### src/rtl/hazard_ctrl.sv
// hazard_ctrl: pipeline hazard controller.
// Resolves memory stalls, taken-branch flushes, load-use bubbles and the
// HLT drain/halt sequence. Stage enables and flushes are combinational from
// the current state and inputs. Stall and flush events are counted in
// saturating performance counters.
module hazard_ctrl (
  input  logic        clk,
  input  logic        rst,
  input  logic [3:0]  id_rs,
  input  logic [3:0]  id_rt,
  input  logic        id_uses_rs,
  input  logic        id_uses_rt,
  input  logic        id_valid,
  input  logic [3:0]  id_op,
  input  logic [3:0]  ex_rd,
  input  logic [3:0]  ex_op,
  input  logic        ex_valid,
  input  logic        br_taken,
  input  logic        mem_busy,
  output logic        pc_we,
  output logic        if_id_we,
  output logic        id_ex_we,
  output logic        if_id_flush,
  output logic        id_ex_flush,
  output logic        halted,
  output logic [15:0] lu_stall_cnt,
  output logic [15:0] mem_stall_cnt,
  output logic [15:0] flush_cnt
);

  localparam logic [3:0] OP_LW  = 4'b1000;
  localparam logic [3:0] OP_HLT = 4'b1111;

  typedef enum logic [1:0] {
    RUN      = 2'd0,
    MEM_WAIT = 2'd1,
    DRAIN    = 2'd2,
    HALTED   = 2'd3
  } state_t;

  state_t     state_r;
  state_t     state_nxt_s;
  logic [1:0] drain_cnt_r;
  logic [1:0] drain_nxt_s;
  logic       br_pend_r;
  logic       br_pend_nxt_s;
  logic       lu_s;
  logic       hlt_s;
  logic       lu_fire_s;
  logic       br_fire_s;
  logic       mem_stall_s;

  // Counter increment that sticks at all-ones instead of wrapping.
  function automatic logic [15:0] sat_inc(input logic [15:0] v);
    if (v == 16'hFFFF) begin
      return v;
    end else begin
      return v + 16'd1;
    end
  endfunction

  // Load-use detection; register 0 is constant so it never creates a hazard.
  always_comb begin
    lu_s  = ex_valid && (ex_op == OP_LW) && (ex_rd != 4'd0) && id_valid &&
            ((id_uses_rs && (id_rs == ex_rd)) || (id_uses_rt && (id_rt == ex_rd)));
    hlt_s = id_valid && (id_op == OP_HLT);
  end

  // Prioritised hazard resolution: enables, flushes and next-state values.
  always_comb begin
    pc_we         = 1'b1;
    if_id_we      = 1'b1;
    id_ex_we      = 1'b1;
    if_id_flush   = 1'b0;
    id_ex_flush   = 1'b0;
    state_nxt_s   = state_r;
    drain_nxt_s   = drain_cnt_r;
    br_pend_nxt_s = br_pend_r;
    lu_fire_s     = 1'b0;
    br_fire_s     = 1'b0;
    mem_stall_s   = 1'b0;
    case (state_r)
      RUN, MEM_WAIT: begin
        if (mem_busy) begin
          // EX is frozen: remember a taken branch so it is acted on later.
          pc_we         = 1'b0;
          if_id_we      = 1'b0;
          id_ex_we      = 1'b0;
          mem_stall_s   = 1'b1;
          br_pend_nxt_s = br_pend_r | br_taken;
          state_nxt_s   = MEM_WAIT;
        end else if (br_taken || br_pend_r) begin
          if_id_flush   = 1'b1;
          id_ex_flush   = 1'b1;
          br_fire_s     = 1'b1;
          br_pend_nxt_s = 1'b0;
          state_nxt_s   = RUN;
        end else if (lu_s) begin
          pc_we       = 1'b0;
          if_id_we    = 1'b0;
          id_ex_flush = 1'b1;
          lu_fire_s   = 1'b1;
          state_nxt_s = RUN;
        end else if (hlt_s) begin
          pc_we       = 1'b0;
          if_id_we    = 1'b0;
          id_ex_flush = 1'b1;
          drain_nxt_s = 2'd2;
          state_nxt_s = DRAIN;
        end else begin
          state_nxt_s = RUN;
        end
      end
      DRAIN: begin
        // Older instructions drain out while bubbles enter EX.
        pc_we       = 1'b0;
        if_id_we    = 1'b0;
        id_ex_flush = 1'b1;
        if (mem_busy) begin
          id_ex_we    = 1'b0;
          mem_stall_s = 1'b1;
        end else if (drain_cnt_r == 2'd0) begin
          state_nxt_s = HALTED;
        end else begin
          drain_nxt_s = drain_cnt_r - 2'd1;
        end
      end
      HALTED: begin
        pc_we    = 1'b0;
        if_id_we = 1'b0;
        id_ex_we = 1'b0;
      end
      default: begin
        state_nxt_s = RUN;
      end
    endcase
  end

  // Halted flag follows the state register so reset clears it at once.
  always_comb begin
    halted = (state_r == HALTED);
  end

  // State, drain counter, pending branch and performance counters.
  always_ff @(posedge clk or negedge rst) begin
    if (!rst) begin
      state_r       <= RUN;
      drain_cnt_r   <= 2'd0;
      br_pend_r     <= 1'b0;
      lu_stall_cnt  <= 16'd0;
      mem_stall_cnt <= 16'd0;
      flush_cnt     <= 16'd0;
    end else begin
      state_r     <= state_nxt_s;
      drain_cnt_r <= drain_nxt_s;
      br_pend_r   <= br_pend_nxt_s;
      if (lu_fire_s) begin
        lu_stall_cnt <= sat_inc(lu_stall_cnt);
      end
      if (mem_stall_s) begin
        mem_stall_cnt <= sat_inc(mem_stall_cnt);
      end
      if (br_fire_s) begin
        flush_cnt <= sat_inc(flush_cnt);
      end
    end
  end

endmodule

### config.mk
export PLATFORM = sky130hd
export DESIGN_NAME = hazard_ctrl
export DESIGN_NICKNAME = d
export VERILOG_FILES = /design/src/rtl/hazard_ctrl.sv
export SDC_FILE = /design/constraint.sdc
export NUM_CORES = 1
export LEC_CHECK = 0
export CAP_MARGIN = 10
export CORE_MARGIN = 2
export CORE_UTILIZATION = 28
export DETAILED_ROUTE_END_ITERATION = 16
export PLACE_DENSITY = 0.61
export SLEW_MARGIN = 5
export SYNTH_ARGS = -nofsm -noshare
export SYNTH_HDL_FRONTEND = slang
export SYNTH_SLANG_ARGS = --single-unit
### constraint.sdc
create_clock -name clk -period 2.1 [get_ports clk]
set_input_delay 0.42 -clock clk [delete_from_list [all_inputs] [get_ports clk]]
set_output_delay 0.42 -clock clk [all_outputs]
set_load 0.01 [all_outputs]
* Yosys cells after proc, flatten, opt, wreduce, memory -nomap -nowiden
Index checks and enable logic that the tools add are counted. W data, S select, Z words.
Storage, ports and cells: input port bits 28, bits in registers 53
Cells by class: reduce and logical (&&, ||, !) cells 23, equality and inequality tests 17, $add $sub $neg 4, bitwise logic cells 4, muxes and demuxes 37
Operator list (count):
- $add A16 B1 Y16 const B | 3
- $eq A16 B16 Y1 const B | 3
- $mux W2 | 12
- $mux W1 | 20
- $ne A2 B2 Y1 const B | 7
- $eq A4 B4 Y1 | 2
- $eq A4 B4 Y1 const B | 2
- $pmux W2 S2 | 2
- $reduce_and A2 Y1 | 4
- $logic_and A1 B1 Y1 | 7
- $reduce_and A7 Y1 | 1
- $pmux W1 S2 | 3
- $eq A2 B2 Y1 const B | 2
- $logic_not A2 Y1 | 2
- $reduce_bool A2 Y1 | 2
- $reduce_bool A4 Y1 | 1
- $reduce_or A2 Y1 | 2
- $not A1 Y1 | 3
- $reduce_and A3 Y1 | 1
- $reduce_or A3 Y1 | 1
- $eq A2 B1 Y1 const B | 1
- $logic_or A1 B1 Y1 | 2
- $sub A2 B1 Y2 const B | 1
- $or A1 B1 Y1 | 1

* Logic depth before layout (Yosys ltp)
Gate-level depths: netlist (run 1).
word-level depth 10, mapped depth 8, mapped depth without buffers 7

* Worst setup path after synthesis (run 1)
No wires, ideal clock.
path type input-to-output, start in ex_op[1], end out id_ex_flush, data arrival time 1.775 ns, stages 5, buffers on the path 0, setup slack -0.095 ns, path through or4b_4 > nor3_4 > o21ai_1 > a31o_2 > a21oi_1
Between the ends: longest elaborated chain between the ends 9
RTL lines:
- from (decl) | RTL line 16 | input logic [3:0] ex_op,
- $eq A4 B4 Y1 | RTL line 64 | lu_s = ex_valid && (ex_op == OP_LW) && (ex_rd != 4'd0) && id_valid &&
- $logic_and A1 B1 Y1 (4 in a row) | RTL line 64
- $mux W1 | RTL line 98 | end else if (lu_s) begin
- $mux W1 | RTL line 92 | end else if (br_taken || br_pend_r) begin
- $mux W1 | RTL line 84 | if (mem_busy) begin
- $pmux W1 S2 | RTL line 82 | case (state_r)
- to (decl) | RTL line 24 | output logic id_ex_flush,
Every way passes these cells.

* Worst setup path in the final report (run 1)
start in ex_op[2], end out id_ex_flush
Same word-level chain as after synthesis.

==> results of run 1 <==
==> registers in the layout, summed over array words and instances (netlist names) <==
| signal | count |
|---|---|
| flush_cnt | 16 |
| lu_stall_cnt | 16 |
| state_r | 2 |
| drain_cnt_r | 2 |
| br_pend_r | 1 |
| mem_stall_cnt | 16 |
==> layout make-up <==
| type | instances | area (um^2) |
|---|---|---|
| multi-input combinational | 204 | 1500 |
| sequential | 53 | 1330 |
| clock buffer | 7 | 86.3 |
| inverter | 9 | 33.8 |
| timing repair buffer | 123 | 1080 |
| tap | 133 | 166 |
| fill | 964 | 5490 |
==> critical path: stages <==
cell and delay, ns:
buf_6 0.09, or4b_4 0.54, nor3_4 0.15, o21ai_2 0.08, a31o_2 0.25, a21oi_2 0.14
buf_2 0.15
==> what timing repair did <==
item	4_1_cts	5_1_grt
resized for setup	75	6
hold endpoints to repair	0	0
endpoints found under the setup margin	21	5
setup buffers	2	1
pin swaps	11	2
==> cells in the final DEF (no fill, tap or decap), drive strengths merged, types with 2 or more instances in the layout <==
cell type | Yosys | layout
a21o | 2 | 2
a21oi | 6 | 6
and3 | 10 | 10
buf | 3 | 54
clkbuf | 1 | 7
clkdlybuf4s15 | 0 | 2
clkdlybuf4s50 | 0 | 56
dfrtp | 53 | 53
dlygate4sd2 | 0 | 11
ha | 4 | 4
inv | 9 | 9
mux2 | 5 | 5
nand2 | 28 | 28
nand3 | 26 | 26
nand4 | 12 | 12
nor2 | 19 | 19
nor3 | 15 | 15
nor4 | 10 | 10
o21ai | 2 | 2
xnor2 | 18 | 18
xor2 | 30 | 30
==> metrics by stage <==
step	total power [W]	TNS, ns
2_1_floorplan	0.00171	-0.0298
3_3_place_gp	0.00218	-12.38
3_5_place_dp	0.00220	-13.10
4_1_cts	0.00282	-0.260
5_1_grt	0.00296	-0.434
6_report	0.00278	-0.200
==> metal layers <==
metal | vias up | GRT usage (%)
li1 | 1193 | -
met1 | 1202 | 17.3
met2 | 60 | 22.5
met3 | 6 | 2.71
met4 | 0 | 4.63
met5 | - | 0
==> worst paths after layout <==
path                                       from               end  slack (ns)  cells after the start
worst max-delay path                   ex_op[2]       id_ex_flush       -0.15                      7
worst min-delay path                        rst   lu_stall_cnt[5]        0.23                      2
worst max register to register  lu_stall_cnt[9]   lu_stall_cnt[1]        0.18                      6
worst min register to register       state_r[1]        state_r[0]        0.47                      1
max in group asynchronous                   rst  mem_stall_cnt[8]        1.39                      2
min in group clk                     state_r[1]        state_r[0]        0.47                      1
==> logic make-up after synthesis <==
family / count (synthesis) / synth area share, %
adder cells (fa/ha/maj): 4 / 1.80
AND/OR/NAND/NOR: 129 / 26.3
XOR/XNOR: 48 / 15.2
buffers and inverters: 13 / 2.30
flip-flops: 53 / 47.8
multiplexers: 5 / 2.16
AO/OA/AOI/OAI: 18 / 4.51
==> power groups by stage <==
stage | Sequential [W] | Combinational [W] | Clock, W
2_1_floorplan | 0.00138 | 0.000326 | 0
3_3_place_gp | 0.00135 | 0.000825 | 0
3_5_place_dp | 0.00136 | 0.000841 | 0
4_1_cts | 0.00134 | 0.000852 | 0.000628
5_1_grt | 0.00137 | 0.000934 | 0.000659
6_report | 0.00134 | 0.000849 | 0.000590
==> impl_metrics.yaml, run 1 <==
synth:
  syn_inst: 270
  synth-seq-area-share_pct: 47.8
  synth-edff-count: 0
  netlist_top_cells_area: "dfrtp_1, xor2_1, xnor2_1, nand3_1, nand2_1"
  ys_ff_latch: 53
  synth.most_common_cell: "dfrtp_1"
  async_reset_ff_share_pct: 100
  ys_types: 45
  synthesis.nets: 302
  avgSynthCellArea_um2: 10.3
  synth_top_flop_cell: "dfrtp_1"
  yosysTopAreaCell: "dfrtp_1"
  ys_top_cells_by_count: "dfrtp_1, xor2_1, nand2_1"
  syn_area_um2: 2770
  ys_warn_count: 0
  synth_top_area_share_pct: 47.8
final_layout:
  drive_gt1_share_pct: 23.7
  diodes: 0
  areaGrowthSynthToFinish_pct: 51.1
  final_cells: 529
  nNetsFinal: 428
  final_util_pct: 43.3
  final_cell_area_um2: 4190
timing:
  whs_ns: 0.230
  setup_viol: 3
  fin_skew_ns: 0.00808
  hold_violations: 0
  fmax_mhz: 444
  rsz0062_at_grt: "yes"
  tightest_slew_ns: 0.699
  maxSlewHeadroom_pct: 53.4
  period_share_pct: 107
  post-route-min-period_ns: 2.25
  maxSlewViolCount: 0
  worst_slack_ns: -0.151
clocking:
  htree_num_levels: 2
  cts_tree: "done"
  cts_buffer_depth: 2
  holdBufCountCts: 0
  clkLatencyLatePin_ns: 0.30
  clock_sinks: 53
  cts-root-buf: "clkbuf_8"
  cts-buffers-inserted: 5
  path_clk_slew_ns: 0.10
route:
  routed_via_density: 4.65
  top_layer: "met4"
  ant_nets: 0
  met2_length_um: 3470
  drc: 0
  drt_first_pass_iters: 4
  wl_per_cell_um: 13.3
  met3_length_um: 298
  dr_total_vias: 2461
  routed_wl_um: 7020
  drt_iter0_markers: 93
  routedLengthMet1_um: 3170
grt:
  grt_util_all_layers_pct: 13.4
  grt_pass1_vias: 2510
  grt_pass1_wl_um: 12000
  antenna_found_initial: 0
  overflow: 0
  grt_max_degree: 54
power_and_ir_drop:
  p_int_w: 0.00191
  switching_share_pct: 31.4
  p_comb_share_pct: 30.6
  p_switching_w: 0.000871
  cellLeakagePower_nw: 1.94
  p_seq_share_pct: 48.2
  peakVddDrop_mv: 0.308
  p_clk_share_pct: 21.2
  p_per_area_nw_per_um2: 663
place:
  dp_hpwl_um: 5270
  dp_slack_ns: -0.973
  gp_congestion: 0.872
  dp.cells: 519
  placed_area_um2: 4020
  io_buffers: 81
floorplanning:
  die_area_um2: 10700
  die-height_um: 104
  die_w_um: 104
  ios: 82
  initial_core_util_pct: 28.6
  rows: 36
  coreArea_um2: 9680
run:
  maxCapViolCount: 0
worst_hold_path:
  hold_path_class: "input pin to asynchronous set/reset pin"
worst_setup_path:
  cp_max_fo: 2
  crit_path_end_kind: "primary output"
  cp.arrival_ns: 1.83
  cp-start-kind: "input pin"
  worst-setup-path-type: "input pin to primary output"
  required_ns: 1.68
status:
  failed_checks: "setup timing"
  run_status: "finished with violations"
Power figures use the tool's default switching activity.
==> run 2, diff against run 1 <==
Settings changed: RECOVER_POWER set to 25.
==> run 2 against run 1 <==
The flow still finishes with violations (setup timing). Clock skew about the same. Global-route usage unchanged. Maximum frequency unchanged. Combinational power about the same. Sequential cell count unchanged. Register-to-register slack about the same. Critical path depth unchanged. Sequential share of layout area about the same. Largest cell class unchanged. Largest power group unchanged. Highest routed layer unchanged.
==> impl_metrics.yaml, run 2 (synthesis results as in run 1) <==
power_and_ir_drop:
  p_per_area_nw_per_um2: 663
  p_switching_w: 0.000871
  p_clk_share_pct: 21.2
  cellLeakagePower_nw: 1.93
  peakVddDrop_mv: 0.308
  switching_share_pct: 31.4
  p_int_w: 0.00191
  p_comb_share_pct: 30.5
  p_total_w: 0.00278
  p_seq_share_pct: 48.2
status:
  run_status: "finished with violations"
  failed_checks: "setup timing"
floorplanning:
  initial_core_util_pct: 28.6
  die_area_um2: 10700
  coreArea_um2: 9680
  die-height_um: 104
  rows: 36
  ios: 82
  die_w_um: 104
timing:
  tns_ns: -0.200
  rsz0062_at_grt: "yes"
  worst_slack_ns: -0.151
  hold_violations: 0
  maxSlewViolCount: 0
  period_share_pct: 107
  setup_viol: 3
  post-route-min-period_ns: 2.25
  tightest_slew_ns: 1.35
  fmax_mhz: 444
  maxSlewHeadroom_pct: 9.73
  fin_skew_ns: 0.00829
route:
  drc: 0
  routed_via_density: 4.64
  ant_nets: 0
  routed_wl_um: 7010
  wl_per_cell_um: 13.2
  dr_total_vias: 2457
  drt_iter0_markers: 93
  drt_first_pass_iters: 4
final_layout:
  final_cell_area_um2: 4190
  final_common_cell: "clkdlybuf4s50_1"
  largest_registers: "flush_cnt: 16 flops, lu_stall_cnt: 16 flops, mem_stall_cnt: 16 flops"
  diodes: 0
  fill_cells: 964
  ff_latch_area_um2: 1330
  multi_input_area_um2: 1500
  mostFrequentLayoutCells: "clkdlybuf4s50_1, dfrtp_1, buf_4, nand2_1"
  areaGrowthSynthToFinish_pct: 51.0
  final_cells: 529
  drive_gt1_share_pct: 23.7
  nNetsFinal: 428
grt:
  grt_max_degree: 54
  grt_pass1_vias: 2510
  antenna_found_initial: 0
  overflow: 0
  grt_util_all_layers_pct: 13.4
  grt_pass1_wl_um: 12000
place:
  gp_congestion: 0.872
  placed_area_um2: 4020
  dp_slack_ns: -0.973
  dp.cells: 519
  dp_hpwl_um: 5270
  io_buffers: 81
worst_hold_path:
  hold_path_class: "flip-flop to flip-flop"
  min-delay-start: "state_r[1]"
  min_to: "state_r[0]"
  hold_depth: 1
clocking:
  clock_sinks: 53
  htree_num_levels: 2
  clkLatencyLatePin_ns: 0.30
  cts-buffers-inserted: 5
  cts_tree: "done"
  path_clk_slew_ns: 0.09
  cts_buffer_depth: 2
  cts-root-buf: "clkbuf_8"
worst_setup_path:
  slowest_delay_ns: 0.54
  cp-start-kind: "input pin"
  cp_max_fo: 2
  r2r-end: "lu_stall_cnt[5]"
  rrSetupSlack_ns: 0.19
  worst-setup-path-type: "input pin to primary output"
  crit_path_end_kind: "primary output"
  cp.arrival_ns: 1.83
  reg2reg_depth: 7
  r2r_start: "lu_stall_cnt[9]"
  worstPathCellList: "buf_6, or4b_4, nor3_4, o21ai_2, a31o_2, a21oi_2, buf_2"
  required_ns: 1.68
  slowest_stage: "or4b_4"
run:
  maxCapViolCount: 0
-- run 2: worst max-delay path: cells and delay by family --
kind                   cells  cell delay (ns)
and+or+nand+nor            2             0.69
AOI/OAI and AO/OA          3             0.47
buffers and inverters      2             0.24
-- run 2: worst max path at each step --
stage	start	end	slack (ns)	cells past startpoint
2_1_floorplan	ex_op[1]	id_ex_flush	-0.03	5
3_3_place_gp	id_valid	id_ex_flush	-0.96	7
3_5_place_dp	id_valid	id_ex_flush	-0.97	7
4_1_cts	ex_op[2]	id_ex_flush	-0.16	7
5_1_grt	ex_op[2]	id_ex_flush	-0.23	7
6_report	ex_op[2]	id_ex_flush	-0.15	7
-- run 2: area by class of cell --
| class | count | share of cell area (%) |
|---|---|---|
| repair buffers | 123 | 25.6 |
| flip-flops and latches | 53 | 31.7 |
| multi-input cells | 204 | 35.9 |
| inverters | 9 | 0.807 |
| well taps | 133 | 3.97 |
| clock buffers | 7 | 2.06 |
-- run 2: power groups by stage --
stage	Clock (W)	Combinational, W	Sequential [W]
2_1_floorplan	0	0.000326	0.00138
3_3_place_gp	0	0.000825	0.00135
3_5_place_dp	0	0.000841	0.00136
4_1_cts	0.000628	0.000852	0.00134
5_1_grt	0.000659	0.000933	0.00137
6_report	0.000590	0.000848	0.00134
-- run 2: routing by layer --
layer	share of wire, %	GRT usage [%]
met5	0	0
met4	1.1	4.63
met3	4.3	2.71
met2	49	22.5
met1	45	17.3
-- run 2: metrics by stage --
step | util (%) | hold WS [ns]
finish | 43.2 | 0.466
global route | 43.2 | 0.494
CTS | 43.1 | 0.257
detailed placement | 41.5 | 0.452
global placement | 41.5 | 0.453
floorplan | - | 0.124
-- run 2: repair_timing --
item | CTS | global route
endpoints found under the hold margin | 0 | 0
buffers inserted | 2 | 1
resized for setup | 75 | 6
setup endpoints to repair | 21 | 5
pin swaps | 11 | 2
hold buffers | 0 | 0
